$ cat config.mk
export PLATFORM = sky130hd
export DESIGN_NAME = rr_arbiter_4
export DESIGN_NICKNAME = d
export VERILOG_FILES = /design/src/rtl/rr_arbiter_4.sv
export SDC_FILE = /design/constraint.sdc
export NUM_CORES = 1
export LEC_CHECK = 0
export BUFFER_PORTS_ARGS = -buffer_cell sky130_fd_sc_hd__buf_4
export CAP_MARGIN = 20
export CORE_MARGIN = 8
export CORE_UTILIZATION = 35
export CTS_CLUSTER_DIAMETER = 50
export CTS_CLUSTER_SIZE = 24
export DETAILED_ROUTE_END_ITERATION = 10
export HOLD_SLACK_MARGIN = 0.08
export PLACE_DENSITY = 0.53
export SLEW_MARGIN = 20
export SYNTH_ARGS = -nofsm -noshare
export SYNTH_HDL_FRONTEND = slang
export SYNTH_SLANG_ARGS = --single-unit
$ cat constraint.sdc
create_clock -name clk -period 1.8 [get_ports clk]
set_input_delay 0.18 -clock clk [delete_from_list [all_inputs] [get_ports clk]]
set_output_delay 0.18 -clock clk [all_outputs]
set_load 0.03 [all_outputs]
$ cat src/rtl/rr_arbiter_4.sv
// Four-way round-robin arbiter with an optional per-owner hold limit.
// Grants are registered; a one-cycle RELEASE gap separates consecutive owners.
module rr_arbiter_4 #(
    parameter int unsigned MAX_HOLD = 15
) (
    input  logic       clk,
    input  logic       rst_n,
    input  logic [3:0] req,
    output logic [3:0] gnt,
    output logic [1:0] gnt_id,
    output logic       busy,
    output logic       timeout
);

    typedef enum logic [1:0] {
        IDLE    = 2'd0,
        GRANT   = 2'd1,
        RELEASE = 2'd2
    } state_t;

    localparam logic [3:0] HOLD_LIMIT = 4'(MAX_HOLD);
    localparam bit         HOLD_EN    = (MAX_HOLD != 0);

    state_t     state_reg, state_next;
    logic [1:0] last_reg, last_next;
    logic [3:0] cnt_reg, cnt_next;
    logic [3:0] gnt_reg, gnt_next;
    logic [1:0] gnt_id_reg, gnt_id_next;
    logic       busy_reg, busy_next;
    logic       timeout_reg, timeout_next;

    // Candidate gi is the requester gi+1 places after the last owner.
    logic [1:0] cand_idx [4];
    logic [3:0] cand_req;
    logic [1:0] pick_idx;
    logic       pick_valid;

    genvar gi;
    generate
        for (gi = 0; gi < 4; gi++) begin : g_cand
            assign cand_idx[gi] = last_reg + 2'(gi + 1);
            assign cand_req[gi] = req[cand_idx[gi]];
        end
    endgenerate

    // Walk from the farthest candidate back so the nearest one wins.
    always_comb begin
        pick_valid = |cand_req;
        pick_idx   = last_reg;
        for (int i = 3; i >= 0; i--) begin
            if (cand_req[i]) begin
                pick_idx = cand_idx[i];
            end
        end
    end

    always_comb begin
        state_next   = state_reg;
        last_next    = last_reg;
        cnt_next     = cnt_reg;
        gnt_next     = gnt_reg;
        gnt_id_next  = gnt_id_reg;
        busy_next    = busy_reg;
        timeout_next = 1'b0;

        case (state_reg)
            IDLE, RELEASE: begin
                if (pick_valid) begin
                    state_next  = GRANT;
                    gnt_next    = 4'b0001 << pick_idx;
                    gnt_id_next = pick_idx;
                    last_next   = pick_idx;
                    busy_next   = 1'b1;
                    cnt_next    = 4'd1;
                end else begin
                    state_next = IDLE;
                    gnt_next   = 4'b0000;
                    busy_next  = 1'b0;
                    cnt_next   = 4'd0;
                end
            end

            GRANT: begin
                if (!req[gnt_id_reg]) begin
                    state_next = RELEASE;
                    gnt_next   = 4'b0000;
                    busy_next  = 1'b0;
                    cnt_next   = 4'd0;
                end else if (HOLD_EN && (cnt_reg == HOLD_LIMIT)) begin
                    state_next   = RELEASE;
                    gnt_next     = 4'b0000;
                    busy_next    = 1'b0;
                    cnt_next     = 4'd0;
                    timeout_next = 1'b1;
                end else if (cnt_reg != 4'hF) begin
                    cnt_next = cnt_reg + 4'd1;
                end
            end

            default: begin
                state_next = IDLE;
                gnt_next   = 4'b0000;
                busy_next  = 1'b0;
                cnt_next   = 4'd0;
            end
        endcase
    end

    // last resets to 3 so requester 0 is first in line after reset.
    always_ff @(posedge clk or negedge rst_n) begin
        if (!rst_n) begin
            state_reg   <= IDLE;
            last_reg    <= 2'd3;
            cnt_reg     <= 4'd0;
            gnt_reg     <= 4'b0000;
            gnt_id_reg  <= 2'd0;
            busy_reg    <= 1'b0;
            timeout_reg <= 1'b0;
        end else begin
            state_reg   <= state_next;
            last_reg    <= last_next;
            cnt_reg     <= cnt_next;
            gnt_reg     <= gnt_next;
            gnt_id_reg  <= gnt_id_next;
            busy_reg    <= busy_next;
            timeout_reg <= timeout_next;
        end
    end

    assign gnt     = gnt_reg;
    assign gnt_id  = gnt_id_reg;
    assign busy    = busy_reg;
    assign timeout = timeout_reg;

    a_gnt_onehot0 : assert property (@(posedge clk) disable iff (!rst_n) $onehot0(gnt_reg));
    a_busy_match  : assert property (@(posedge clk) disable iff (!rst_n) busy_reg == (|gnt_reg));

endmodule

==> flow_summary.json, run 1 <==
{
  "tightest_slew_ns": 0.508,
  "clk_pin_slew_ns": 0.09,
  "period_share": 0.857,
  "io_buffer_count": 13,
  "finalHoldViolations": 0,
  "ys_types": 30,
  "ys_seq_area_frac": 0.539,
  "syn-mean-instance-area_um2": 11.5,
  "critPathLaunchType": "register",
  "first_iter_violations": 21,
  "tritoncts": "built",
  "globalRouteTotalUtil": 0.0828,
  "cap_violations": 0,
  "dr_total_vias": 528,
  "drc": 0,
  "dp_cells": 104,
  "place_congestion": 0.763,
  "ant_nets": 0,
  "wl_per_cell_um": 13.1,
  "ir_worst_vdd_mv": 0.853,
  "relSlewSlack": 0.660,
  "syn_nets": 72,
  "synth_warnings": 0,
  "coreArea_mm2": 0.00198,
  "numCtsBuffers": 3,
  "crit_type": "register to register",
  "syn2layout_area_growth_pct": 22.8,
  "cp_data_arrival_time_ns": 1.77,
  "finalCriticalPeriod_ns": 1.54,
  "initial_utilization": 0.377,
  "setup_viol": 0,
  "grt_max_degree": 17,
  "insertion_delay_ns": 0.28,
  "cp-end-kind": "register",
  "cp_max_fo": 9,
  "syn_area_um2": 747,
  "clock_path_buffers": 2,
  "post_cts_buffers": 0,
  "synth_seq_cells": 16,
  "overflow": 0,
  "worstHoldPathType": "input port to asynchronous set/reset pin",
  "die-area_mm2": 0.00387,
  "grt_first_pass_wirelength_um": 2620,
  "syn_inst": 65,
  "cp.required_ns": 2.03,
  "synth_ff_type": "dfrtp_1",
  "final_cells": 109,
  "power_leakage_nw": 0.426,
  "grt_pass1_vias": 540,
  "async_flop_share": 1.00,
  "layout_common_cells": "14 x dfrtp_1, 14 x buf_4, 6 x nor2_1",
  "outcome": "complete, no violations",
  "diodes": 0,
  "fp.dieW_um": 62.2,
  "tns_ns": 0,
  "die_h_um": 62.2,
  "first_pass_iters": 4,
  "nets": 90,
  "rsz0062_at_grt": "false",
  "post-dp-hpwl_um": 1090,
  "antenna_found_initial": 0,
  "fin_worst_skew_ns": 0.00365,
  "clk_root_buffer_cell": "clkbuf_4",
  "htree_levels": 1,
  "drive_above_1_share": 0.317,
  "p_per_area_mw_per_mm2": 1810,
  "via_per_inst": 4.84,
  "clock-sinks": 16,
  "r2r_setup_slack_ns": 0.26,
  "fmax_mhz": 648,
  "drv_slew": 0,
  "synth_edf_count": 0,
  "io_pins": 14,
  "routed_wl_um": 1430,
  "fp-row-count": 16
}
-- stage by stage --
stage	util	instance area (um2)	setup WS (ns)	total power [mW]	hold WS, ns
floorplan	-	747	0.214	1.21	-0.116
global placement	0.439	871	0.295	1.45	0.0510
detailed placement	0.439	871	0.265	1.44	0.0517
CTS	0.463	917	0.234	1.69	0.274
global route	0.463	917	0.0436	1.80	0.286
finish	0.463	917	0.258	1.66	0.280
-- cell usage after synthesis, types with 3 or more instances --
master   number  area [um2]
a21oi_1       3        15.0
dfrtp_1      14         350
nand2_1       3        11.3
nand3_1       3        15.0
nor2_1        6        22.5
nor2b_1       3        18.8
-- power by group --
part / switching (mW) / internal [mW] / total, mW
clock: 0.112 / 0.123 / 0.235
combinational: 0.426 / 0.344 / 0.770
sequential: 0.131 / 0.525 / 0.656
-- layout make-up --
cell class / instances / area (um2)
Clock buffer: 4 / 36.3
Fill cell: 186 / 1060
Inverter: 1 / 3.75
Multi-Input combinational cell: 46 / 325
Sequential cell: 16 / 403
Tap cell: 27 / 33.8
Timing Repair Buffer: 15 / 115
-- critical path, stage by stage (launching register included) --
cell and delay (ns):
dfrtp_1 0.44, mux2i_1 0.16, a2bb2oi_2 0.19, nor2b_1 0.43, and3_2 0.28
-- layer usage --
| metal | share of wire | track usage | routed length [um] |
|---|---|---|---|
| met5 | 0 | 0 | 0 |
| met4 | 0.017 | 0.0437 | 25 |
| met3 | 0.059 | 0.0305 | 84 |
| met2 | 0.40 | 0.111 | 573 |
| met1 | 0.52 | 0.111 | 748 |
-- repair_timing --
item,in CTS,in global routing
hold buffers,1,0
resized for setup,0,0
endpoints found under the hold margin,16,0
setup endpoints to repair,0,0
-- cell families after synthesis --
family / synth area share
compound gates: 0.173
xor+xnor: 0.0235
fa+ha+maj: 0.0167
buf+inv: 0.0251
flops: 0.539
mux: 0.0469
simple gates: 0.176
-- path summary, 6_finish.rpt --
| path | from | to | cells past startpoint |
|---|---|---|---|
| max | gnt_id[1] | cnt_reg[3] | 4 |
| min | rst_n | state_reg[1] | 2 |
| max reg2reg | gnt_id[1] | cnt_reg[3] | 4 |
| min reg2reg | state_reg[1] | state_reg[1] | 1 |
| max in group asynchronous | rst_n | last_reg[0] | 2 |
| min in group clk | req[0] | cnt_reg[2] | 4 |
No activity file was read; power rests on OpenSTA's default activity.
==> run 2: changes to the inputs <==
Settings changed: BUFFER_PORTS_ARGS -buffer_cell sky130_fd_sc_hd__buf_4 to default, DONT_BUFFER_PORTS from default to 1, PLACE_DENSITY 0.53 to 0.49.
Clock period 1.8 ns to 1.3 ns, I/O delays scaled along.
==> flow_summary.json, run 2 (synthesis gave the netlist of run 1 again) <==
{
  "p_per_area_mw_per_mm2": 2640,
  "ir_worst_vdd_mv": 1.09,
  "nets": 88,
  "p_total_mw": 2.52,
  "area.sequential_um2": 404,
  "cp-end-kind": "register",
  "via_per_inst": 4.95,
  "tritoncts": "built",
  "tightest_slew_ns": 0.727,
  "io_buffer_count": 0,
  "cp.required_ns": 1.48,
  "dp_cells": 101,
  "grt_pass1_vias": 575,
  "critical_path_buf_inv_count": 1,
  "syn2layout_area_growth_pct": 27.8,
  "period_share": 1.07,
  "layout_commonest_cell": "dfrtp_1",
  "clockPowerShare": 0.132,
  "tns_ns": -0.658,
  "p_seq_frac": 0.424,
  "layout_common_cells": "13 x dfrtp_1, 10 x buf_4, 6 x nor2_1",
  "postLayoutCellArea_um2": 955,
  "worstRegToRegCells": 4,
  "critPathLaunchType": "register",
  "crit_type": "register to register",
  "dp_slack_ns": -0.254,
  "drv_slew": 0,
  "crit_family": "flip-flops",
  "power.switching_mw": 1.02,
  "failed_checks": "negative setup slack",
  "numCtsBuffers": 3,
  "drive_above_1_share": 0.375,
  "worstHoldPathType": "input port to register",
  "first_pass_iters": 4,
  "grt_first_pass_wirelength_um": 2770,
  "setup_slack_ns": -0.0863,
  "finalHoldViolations": 0,
  "clock-sinks": 16,
  "cpMaxStageDelayCell": "dfrtp_2",
  "final_cells": 107,
  "diodes": 0,
  "routed_wl_um": 1610,
  "insertion_delay_ns": 0.29,
  "cp_data_arrival_time_ns": 1.57,
  "overflow": 0,
  "p_int_mw": 1.49,
  "fin_worst_skew_ns": 0.00792,
  "drc": 0,
  "die_h_um": 62.2,
  "dr_total_vias": 530,
  "cp.depth": 4,
  "worst_hold_path.num_cells": 3,
  "fp-row-count": 16,
  "post-dp-hpwl_um": 1120,
  "cp_max_fo": 4,
  "switching_share": 0.406,
  "fmax_mhz": 721,
  "finalCriticalPeriod_ns": 1.39,
  "setup_viol": 13,
  "outcome": "finished, violations left",
  "grt_max_degree": 17,
  "power_leakage_nw": 0.435,
  "placed_area_um2": 850,
  "slowest_delay_ns": 0.45,
  "clock_path_buffers": 2,
  "multiInputGateArea_um2": 369,
  "relSlewSlack": 0.514,
  "globalRouteTotalUtil": 0.0877,
  "clk_pin_slew_ns": 0.10,
  "fp.dieW_um": 62.2,
  "io_pins": 14,
  "combPwrFrac": 0.444,
  "place_congestion": 0.786,
  "first_iter_violations": 15,
  "wl_per_cell_um": 15.1,
  "timing.hold.ws_ns": 0.194,
  "antenna_found_initial": 0,
  "ant_nets": 0,
  "clk_root_buffer_cell": "clkbuf_4",
  "fillers": 194,
  "cap_violations": 0,
  "htree_levels": 1,
  "initial_utilization": 0.377,
  "coreArea_mm2": 0.00198,
  "worstPathCellList": "mux2_4, a2bb2oi_4, buf_6, and2b_2",
  "rsz0062_at_grt": "true",
  "die-area_mm2": 0.00387,
  "fin_util": 0.482
}
-- run 2: cell types whose count changed in the layout (fill, tap and decap cells not counted), sizes merged --
cell and delta:
buf -2
-- run 2: area by class of cell --
cell class / count / area share
Inverter: 1 / 0.00393
Clock buffer: 4 / 0.0380
Multi-Input combinational cell: 46 / 0.387
Timing Repair Buffer: 13 / 0.113
Tap cell: 27 / 0.0354
Sequential cell: 16 / 0.423
-- run 2: worst register-to-register path, delay by kind of cell (launching register included) --
| kind | cells | cell delay [ns] |
|---|---|---|
| compound gates | 1 | 0.19 |
| flops | 1 | 0.45 |
| buf+inv | 1 | 0.12 |
| mux | 1 | 0.32 |
| simple gates | 1 | 0.20 |
-- run 2: final timing paths --
| path | from | endpoint | slack, ns |
|---|---|---|---|
| max in group asynchronous | rst_n | gnt_id[1] | 0.47 |
| hold reg to reg | last_reg[1] | last_reg[1] | 0.56 |
| hold / removal | req[3] | gnt[1] | 0.19 |
| setup / recovery | gnt_id[1] | cnt_reg[1] | -0.09 |
| setup reg to reg | gnt_id[1] | cnt_reg[1] | -0.09 |
| min in group asynchronous | rst_n | state_reg[0] | 0.33 |
-- run 2: power groups by stage --
stage / clock network, mW / registers [mW] / logic (mW)
after floorplan: 0 / 1.10 / 0.576
after global placement: 0 / 1.07 / 0.932
after detailed placement: 0 / 1.07 / 0.939
after CTS: 0.339 / 1.07 / 1.09
after global routing: 0.359 / 1.10 / 1.22
final: 0.332 / 1.07 / 1.12
-- run 2: timing repair --
item | CTS | global route
buffers inserted | 1 | 0
setup endpoints to repair | 12 | 16
hold buffers | 1 | 0
pin swaps | 6 | 2
hold endpoints to repair | 16 | 0
resized for setup | 8 | 3
-- run 2: per-layer routing --
metal	vias to the layer above	wire, um	global-route usage
met2	14	699	0.125
met1	250	740	0.106
met4	0	32	0.0525
met5	-	0	0
met3	4	138	0.0376
li1	262	-	-
